File: config.mk
export PLATFORM = sky130hd
export DESIGN_NAME = icache_line_refill
export DESIGN_NICKNAME = d
export VERILOG_FILES = /design/src/rtl/icache_line_refill.sv
export SDC_FILE = /design/constraint.sdc
export NUM_CORES = 1
export LEC_CHECK = 0
export ABC_AREA = 1
export CORE_MARGIN = 3
export CORE_UTILIZATION = 45
export CTS_CLUSTER_SIZE = 14
export DETAILED_ROUTE_END_ITERATION = 7
export GPL_TIMING_DRIVEN = 0
export PLACE_DENSITY_LB_ADDON = 0.15
export RECOVER_POWER = 50
export SLEW_MARGIN = 20
export SYNTH_ARGS = -nofsm -noshare
export SYNTH_HDL_FRONTEND = slang
export SYNTH_SLANG_ARGS = --single-unit
File: constraint.sdc
create_clock -name i_clk -period 5.28 [get_ports i_clk]
set_clock_uncertainty 0.2 [all_clocks]
set_input_delay 1.584 -clock i_clk [delete_from_list [all_inputs] [get_ports i_clk]]
set_output_delay 1.584 -clock i_clk [all_outputs]
set_load 0.005 [all_outputs]
File: src/rtl/icache_line_refill.sv
// Line refill engine: turns one L1i miss into LINE_WORDS pipelined Wishbone reads
// and returns the assembled line (or an error) with a single-cycle completion pulse.
module icache_line_refill #(
   parameter int AW         = 32,
   parameter int MW         = 64,
   parameter int LINE_WORDS = 4,
   parameter int TIMEOUT    = 255
) (
   input  logic                     i_clk,
   input  logic                     i_reset,
   input  logic                     i_miss_req,
   input  logic [AW-1:0]            i_miss_addr,
   output logic                     o_busy,
   output logic                     o_fill_done,
   output logic                     o_fill_err,
   output logic [AW-1:0]            o_fill_addr,
   output logic [MW*LINE_WORDS-1:0] o_fill_line,
   output logic                     o_wb_cyc,
   output logic                     o_wb_stb,
   output logic [AW-1:0]            o_wb_addr,
   input  logic                     i_wb_stall,
   input  logic                     i_wb_ack,
   input  logic                     i_wb_err,
   input  logic [MW-1:0]            i_wb_data
);

   localparam int BW  = MW / 8;
   localparam int OFF = $clog2(LINE_WORDS * BW);
   localparam int IW  = $clog2(LINE_WORDS);
   localparam int CW  = IW + 1;
   localparam logic [CW-1:0] LAST_BEAT = CW'(LINE_WORDS - 1);
   localparam logic [7:0]    TIMER_MAX = 8'(TIMEOUT);

   typedef enum logic [1:0] {
      S_IDLE,
      S_BUS,
      S_DONE
   } state_t;

   state_t                  state_q, state_d;
   logic [AW-1:0]           fill_addr_q, fill_addr_d;
   logic [AW-1:0]           wb_addr_q, wb_addr_d;
   logic                    cyc_q, cyc_d;
   logic                    stb_q, stb_d;
   logic                    err_q, err_d;
   logic [CW-1:0]           issue_cnt_q, issue_cnt_d;
   logic [CW-1:0]           ack_cnt_q, ack_cnt_d;
   logic [7:0]              timer_q, timer_d;
   logic [MW*LINE_WORDS-1:0] line_q, line_d;
   logic [AW-1:0]           base;
   logic                    issue;

   assign base = {i_miss_addr[AW-1:OFF], {OFF{1'b0}}};

   always_comb begin
      state_d     = state_q;
      fill_addr_d = fill_addr_q;
      wb_addr_d   = wb_addr_q;
      cyc_d       = cyc_q;
      stb_d       = stb_q;
      err_d       = err_q;
      issue_cnt_d = issue_cnt_q;
      ack_cnt_d   = ack_cnt_q;
      timer_d     = timer_q;
      line_d      = line_q;
      issue       = 1'b0;

      unique case (state_q)
         S_IDLE: begin
            if (i_miss_req) begin
               state_d     = S_BUS;
               fill_addr_d = base;
               wb_addr_d   = base;
               cyc_d       = 1'b1;
               stb_d       = 1'b1;
               err_d       = 1'b0;
               issue_cnt_d = '0;
               ack_cnt_d   = '0;
               timer_d     = '0;
            end
         end

         S_BUS: begin
            issue = stb_q & ~i_wb_stall;
            if (issue) begin
               issue_cnt_d = issue_cnt_q + 1'b1;
               wb_addr_d   = wb_addr_q + AW'(BW);
               if (issue_cnt_q == LAST_BEAT) begin
                  stb_d = 1'b0;
               end
            end

            // An error outranks a coincident ack; the partially filled line is left as is.
            if (i_wb_err || (timer_q == TIMER_MAX)) begin
               state_d = S_DONE;
               err_d   = 1'b1;
               cyc_d   = 1'b0;
               stb_d   = 1'b0;
            end else if (i_wb_ack) begin
               line_d[int'(ack_cnt_q[IW-1:0]) * MW +: MW] = i_wb_data;
               ack_cnt_d = ack_cnt_q + 1'b1;
               timer_d   = '0;
               if (ack_cnt_q == LAST_BEAT) begin
                  state_d = S_DONE;
                  err_d   = 1'b0;
                  cyc_d   = 1'b0;
                  stb_d   = 1'b0;
               end
            end else begin
               timer_d = timer_q + 8'd1;
            end
         end

         S_DONE: begin
            state_d = S_IDLE;
         end

         default: begin
            state_d = S_IDLE;
         end
      endcase
   end

   always_ff @(posedge i_clk) begin
      if (i_reset) begin
         state_q     <= S_IDLE;
         fill_addr_q <= '0;
         wb_addr_q   <= '0;
         cyc_q       <= 1'b0;
         stb_q       <= 1'b0;
         err_q       <= 1'b0;
         issue_cnt_q <= '0;
         ack_cnt_q   <= '0;
         timer_q     <= '0;
         line_q      <= '0;
      end else begin
         state_q     <= state_d;
         fill_addr_q <= fill_addr_d;
         wb_addr_q   <= wb_addr_d;
         cyc_q       <= cyc_d;
         stb_q       <= stb_d;
         err_q       <= err_d;
         issue_cnt_q <= issue_cnt_d;
         ack_cnt_q   <= ack_cnt_d;
         timer_q     <= timer_d;
         line_q      <= line_d;
      end
   end

   assign o_busy      = (state_q != S_IDLE);
   assign o_fill_done = (state_q == S_DONE);
   assign o_fill_err  = (state_q == S_DONE) & err_q;
   assign o_fill_addr = fill_addr_q;
   assign o_fill_line = line_q;
   assign o_wb_cyc    = cyc_q;
   assign o_wb_stb    = stb_q;
   assign o_wb_addr   = wb_addr_q;

endmodule

==> metrics.yaml, run 1 <==
path_max_fanout: 10
remaining_drc_errors: 0
antenna_cells: 0
syn_inst: 2216
ys_seq_area_frac: 0.443
placed_cell_area_mm2: 0.0196
fin_util: 0.638
crit_required_ns: 5.47
reg2reg_depth: 9
whs_path_depth: 2
first_pass_iters: 5
status: "finished clean"
dieHeight_um: 188
power_leakage_nw: 8.35
h-tree-depth: 2
post-route-min-period_ns: 4.28
grt_pass1_wl_mm: 90.3
routed_wl_mm: 60.3
rsz0062_at_grt: "false"
viasPerCell: 5.21
io_pins: 427
nets: 2787
fill_cells: 2957
rows: 66
critPathKind: "primary input to register"
critPathArrivalTime_ns: 4.47
post_cts_buffers: 0
fin_ws_ns: 0.999
ctsHoldBuffers: 0
vias: 16400
cp-start-kind: "primary input"
period_share: 0.811
area_delta_synth_final_pct: 39.2
core_mm2: 0.0326
die_w_um: 188
drt_iter0_markers: 1392
grt_pass1_vias: 15600
initial_core_util: 0.458
place.gp.congestion: 0.958
cts-root-buf: "clkbuf_16"
slew_viol_final: 0
grtUsageTotal: 0.327
grt_max_degree: 13
clockBufferDepth: 3
portBuffers: 412
setup_viol: 0
multi_input_area_mm2: 0.00621
clk_pin_slew_ns: 0.06
layout-drive-gt1-share: 0.0422
relSlewSlack: 0.333
cts_buffers: 38
powerDensity_mw_per_mm2: 283
yosysWarnings: 0
dp.final_hpwl_mm: 46.9
clkLatencyLatePin_ns: 0.52
hold_path.class: "register to register"
end_kind: "register"
hold_violations: 0
regArea_mm2: 0.00663
cts_tree: "done"
max_cap_violations: 0
postCtsResizedCells: 0
antenna_found_initial: 0
synth.avg_cell_area_um2: 6.74
ys_ff_latch: 331
peakVddDrop_mv: 0.190
die_area_mm2: 0.0354
fin_tns_setup_ns: 0
tightest_slew_ns: 1.00
postRouteAntennaNets: 0
cts.sinks: 331
post_drt_wl_per_cell_um: 19.2
fin_area_mm2: 0.0208
synth_cell_types: 37
fmax_mhz: 234
overflow: 0
dp_slack_ns: 1.23
synthesis.area_mm2: 0.0149
==> worst max-delay path, stage by stage <==
cell	delay, ns
dlygate4sd3_1	0.63
inv_1	0.17
nor2_1	0.13
nand4_1	0.14
clkbuf_1	0.58
clkbuf_1	0.61
clkbuf_1	0.47
a21oi_1	0.14
==> logic make-up after synthesis <==
logic type / after synthesis / share of synthesized area
AND/OR/NAND/NOR: 781 / 0.211
AO/OA/AOI/OAI: 571 / 0.193
buffers and inverters: 519 / 0.142
flip-flops: 331 / 0.443
adder cells (fa/ha/maj): 10 / 0.00837
XOR/XNOR: 3 / 0.00176
other: 1 / 0.000251
==> power by group <==
| group | internal, mW | switching (mW) |
|---|---|---|
| Clock | 1.57 | 1.05 |
| Sequential | 2.56 | 0.0600 |
| Combinational | 0.260 | 0.385 |
| Total | 4.39 | 1.50 |
==> stage by stage <==
stage	instances	total power, mW	hold slack, ns
2_1_floorplan	2223	2.96	0.235
3_3_place_gp	3077	3.31	0.233
3_5_place_dp	3077	3.32	0.236
4_1_cts	3143	5.92	0.245
5_1_grt	3143	6.08	0.257
6_report	3143	5.89	0.242
==> per-layer routing <==
metal | up-vias | wire [um] | track usage | share of wire
li1 | 7880 | - | - | -
met1 | 7513 | 23300 | 0.392 | 0.39
met2 | 823 | 28000 | 0.555 | 0.46
met3 | 164 | 5030 | 0.0545 | 0.083
met4 | 0 | 3980 | 0.186 | 0.066
met5 | - | 0 | 0 | 0
==> cell usage after synthesis (all sizes together) <==
library cell | number | area, um^2
nor4 | 1 | 6.26
o211ai | 1 | 7.51
nand3 | 38 | 195
xor2 | 2 | 17.5
inv | 363 | 1360
ha | 10 | 125
o22ai | 2 | 12.5
nor2 | 307 | 1170
o21ai | 227 | 1140
o21bai | 1 | 7.51
and2 | 1 | 6.26
nor3 | 81 | 405
clkbuf | 73 | 277
nand4 | 10 | 62.6
a221oi | 1 | 8.76
or2 | 2 | 12.5
a21oi | 335 | 1680
xnor2 | 1 | 8.76
and3 | 1 | 6.26
o31ai | 1 | 7.51
o211a | 2 | 20.0
a211oi | 1 | 7.51
nand3b | 2 | 15.0
clkinv | 1 | 3.75
nand2 | 338 | 1270
dfxtp | 331 | 6630
conb | 1 | 3.75
buf | 82 | 478
==> flip-flops by register name (all words and copies together) (netlist names) <==
register and cells:
o_wb_addr 29, o_fill_line 256, state_q 2, err_q 1
issue_cnt_q 3, o_wb_stb 1, o_fill_addr 27, o_wb_cyc 1
timer_q 8, ack_cnt_q 3
==> path summary, 6_finish.rpt <==
path	startpoint	end	slack, ns
min	o_fill_line[213]$_SDFFE_PP0P_	o_fill_line[213]$_SDFFE_PP0P_	0.24
max	i_wb_ack	o_fill_line[102]$_SDFFE_PP0P_	1.0
min reg2reg	o_fill_line[213]$_SDFFE_PP0P_	o_fill_line[213]$_SDFFE_PP0P_	0.24
max reg2reg	timer_q[0]$_SDFFE_PP0P_	o_fill_line[102]$_SDFFE_PP0P_	1.96
==> cell usage in the layout (no fill, tap or decap), types with 39 or more instances in the layout <==
cell,Yosys,layout
dfxtp_1,331,331
a21oi_1,335,335
o21ai_0,227,227
clkbuf_16,0,39
nand2_1,336,337
dlygate4sd3_1,0,154
nor3_1,81,81
nor2_1,303,304
clkdlybuf4s50_1,0,258
inv_1,357,358
clkbuf_1,71,110
==> final cells by class <==
type | count | area share
Tap cell | 442 | 0.0266
Timing Repair Buffer | 412 | 0.198
Inverter | 364 | 0.0657
Clock buffer | 59 | 0.0563
Sequential cell | 331 | 0.319
Multi-Input combinational cell | 1373 | 0.299
Buffer | 155 | 0.0326
Clock inverter | 7 | 0.00325
No activity file was read; power rests on OpenSTA's default activity.
==> run 2: changes to the inputs <==
CORE_UTILIZATION = 44   (was 45)
clock period = 3.5 ns   (was 5.28 ns; I/O delays follow)
==> run 2 against run 1 <==
Clock power rose by 53%. Largest cell class unchanged. Worst hold slack improved by 0.0011 ns. Global-route usage rose by 0.63 points. First-iteration DRC count fell by 11%. Register-to-register slack got worse by 1.4 ns. Clock-buffer cell count fell by 2. Sequential power rose by 51%. Power rose by 52%. Sequential share of layout area fell by 0.088 points.
==> metrics.yaml, run 2 (same netlist as run 1, synthesis figures left out) <==
critPathKind: "primary input to register"
cts_buffers: 38
hold_violations: 0
path_cells: "dlygate4sd3_1, inv_1, nor2_1, nand4_1, clkbuf_1, clkbuf_2, a21oi_1, nor3_1"
first_pass_iters: 7
clockBufferDepth: 3
r2r-end: "o_fill_line[56]$_SDFFE_PP0P_"
hold_start: "o_fill_line[60]$_SDFFE_PP0P_"
p_int_mw: 6.67
r2r-start: "ack_cnt_q[0]$_SDFFE_PP0P_"
die_area_mm2: 0.0362
holdWs_ns: 0.243
largest_reg_flops: 256
initial_core_util: 0.452
crit_required_ns: 3.66
postCtsResizedCells: 0
max_cap_violations: 0
die_w_um: 190
fill_cells: 3051
clockPowerShare: 0.448
comb_power_share: 0.111
rows: 66
seq_power_share: 0.442
path_max_fanout: 10
reg2reg_depth: 10
whs_path_depth: 2
routed_wl_mm: 62.7
rrSetupSlack_ns: 0.60
fmax_mhz: 316
clk_pin_slew_ns: 0.06
post_drt_wl_per_cell_um: 19.9
grtUsageTotal: 0.333
slowest_delay_ns: 0.66
fin_cells: 3146
swShare: 0.256
power_leakage_nw: 8.63
grt_max_degree: 14
cpMaxStageDelayCell: "dlygate4sd3_1"
postRouteAntennaNets: 0
period_share: 0.905
cp-start-kind: "primary input"
whs_endpoint: "o_fill_line[60]$_SDFFE_PP0P_"
drt_iter0_markers: 1234
post-route-min-period_ns: 3.17
fin_tns_setup_ns: 0
vias: 16600
place.gp.congestion: 0.958
io_pins: 427
post_cts_buffers: 0
ctsHoldBuffers: 0
end_kind: "register"
clkLatencyLatePin_ns: 0.52
area_delta_synth_final_pct: 39.6
viasPerCell: 5.27
antenna_found_initial: 4
setup_viol: 0
overflow: 0
layout-drive-gt1-share: 0.0477
place_inst: 3077
final_common_cell: "inv_1"
tightest_slew_ns: 1.06
fin_util: 0.631
rsz0062_at_grt: "false"
hold_path.class: "register to register"
peakVddDrop_mv: 0.352
grt_pass1_wl_mm: 92.8
powerDensity_mw_per_mm2: 430
cts_tree: "done"
crit_buf_inv: 4
dp.final_hpwl_mm: 48.6
portBuffers: 412
cts.sinks: 331
grt_pass1_vias: 15500
status: "finished clean"
slew_viol_final: 0
remaining_drc_errors: 0
relSlewSlack: 0.293
p_sw_mw: 2.29
crit_family: "buffers and inverters"
critPathArrivalTime_ns: 3.33
dieHeight_um: 190
layout_common_cells: "inv_1 (358), nand2_1 (337), a21oi_1 (335)"
cts-root-buf: "clkbuf_16"
nets: 2787
h-tree-depth: 2
core_mm2: 0.0330
[run 2: how the worst max path moves through the flow]
stage,from,to,cells past startpoint
final,i_wb_ack,o_fill_line[123]$_SDFFE_PP0P_,8
after global routing,i_wb_ack,o_fill_line[51]$_SDFFE_PP0P_,9
after floorplan,i_reset,issue_cnt_q[0]$_SDFFE_PP0P_,5
after detailed placement,i_reset,o_fill_addr[30]$_SDFFE_PP0P_,6
after CTS,i_reset,o_fill_addr[30]$_SDFFE_PP0P_,6
after global placement,i_reset,o_fill_addr[29]$_SDFFE_PP0P_,6
[run 2: layout make-up]
cell class	count	area, um^2	area share
clock buffers	57	1150	0.0553
multi-input cells	1373	6210	0.298
well taps	442	553	0.0265
repair buffers	412	4120	0.198
diodes	2	5.00	0.000240
inverters	364	1370	0.0655
clock inverters	10	104	0.00498
flip-flops and latches	331	6630	0.318
plain buffers	155	712	0.0341
[run 2: power groups by stage]
stage / sequential, mW / combinational, mW / clock [mW]
6_report: 3.96 / 0.991 / 4.01
5_1_grt: 3.97 / 1.08 / 4.19
4_1_cts: 3.96 / 0.999 / 4.05
3_5_place_dp: 4.04 / 0.993 / 0
3_3_place_gp: 4.04 / 0.983 / 0
2_1_floorplan: 4.02 / 0.447 / 0
[run 2: worst min-delay path, cell delays in order (launching register included)]
cell     delay [ns]
dfxtp_1        0.30
inv_1          0.04
a21oi_1        0.05
[run 2: through the flow]
step / power [mW] / worst slack (ns) / area [um^2]
global route: 9.23 / 0.217 / 20900
detailed placement: 5.03 / -0.0625 / 19600
global placement: 5.02 / 0.0733 / 19600
finish: 8.96 / 0.334 / 20900
floorplan: 4.46 / 1.24 / 15000
CTS: 9.00 / 0.470 / 20900
[run 2: layer usage]
metal	vias to the layer above	GRT usage	share of wire
met5	-	0	0.00037
met4	4	0.153	0.055
met3	152	0.0548	0.084
met2	842	0.568	0.46
met1	7716	0.414	0.40
li1	7877	-	-
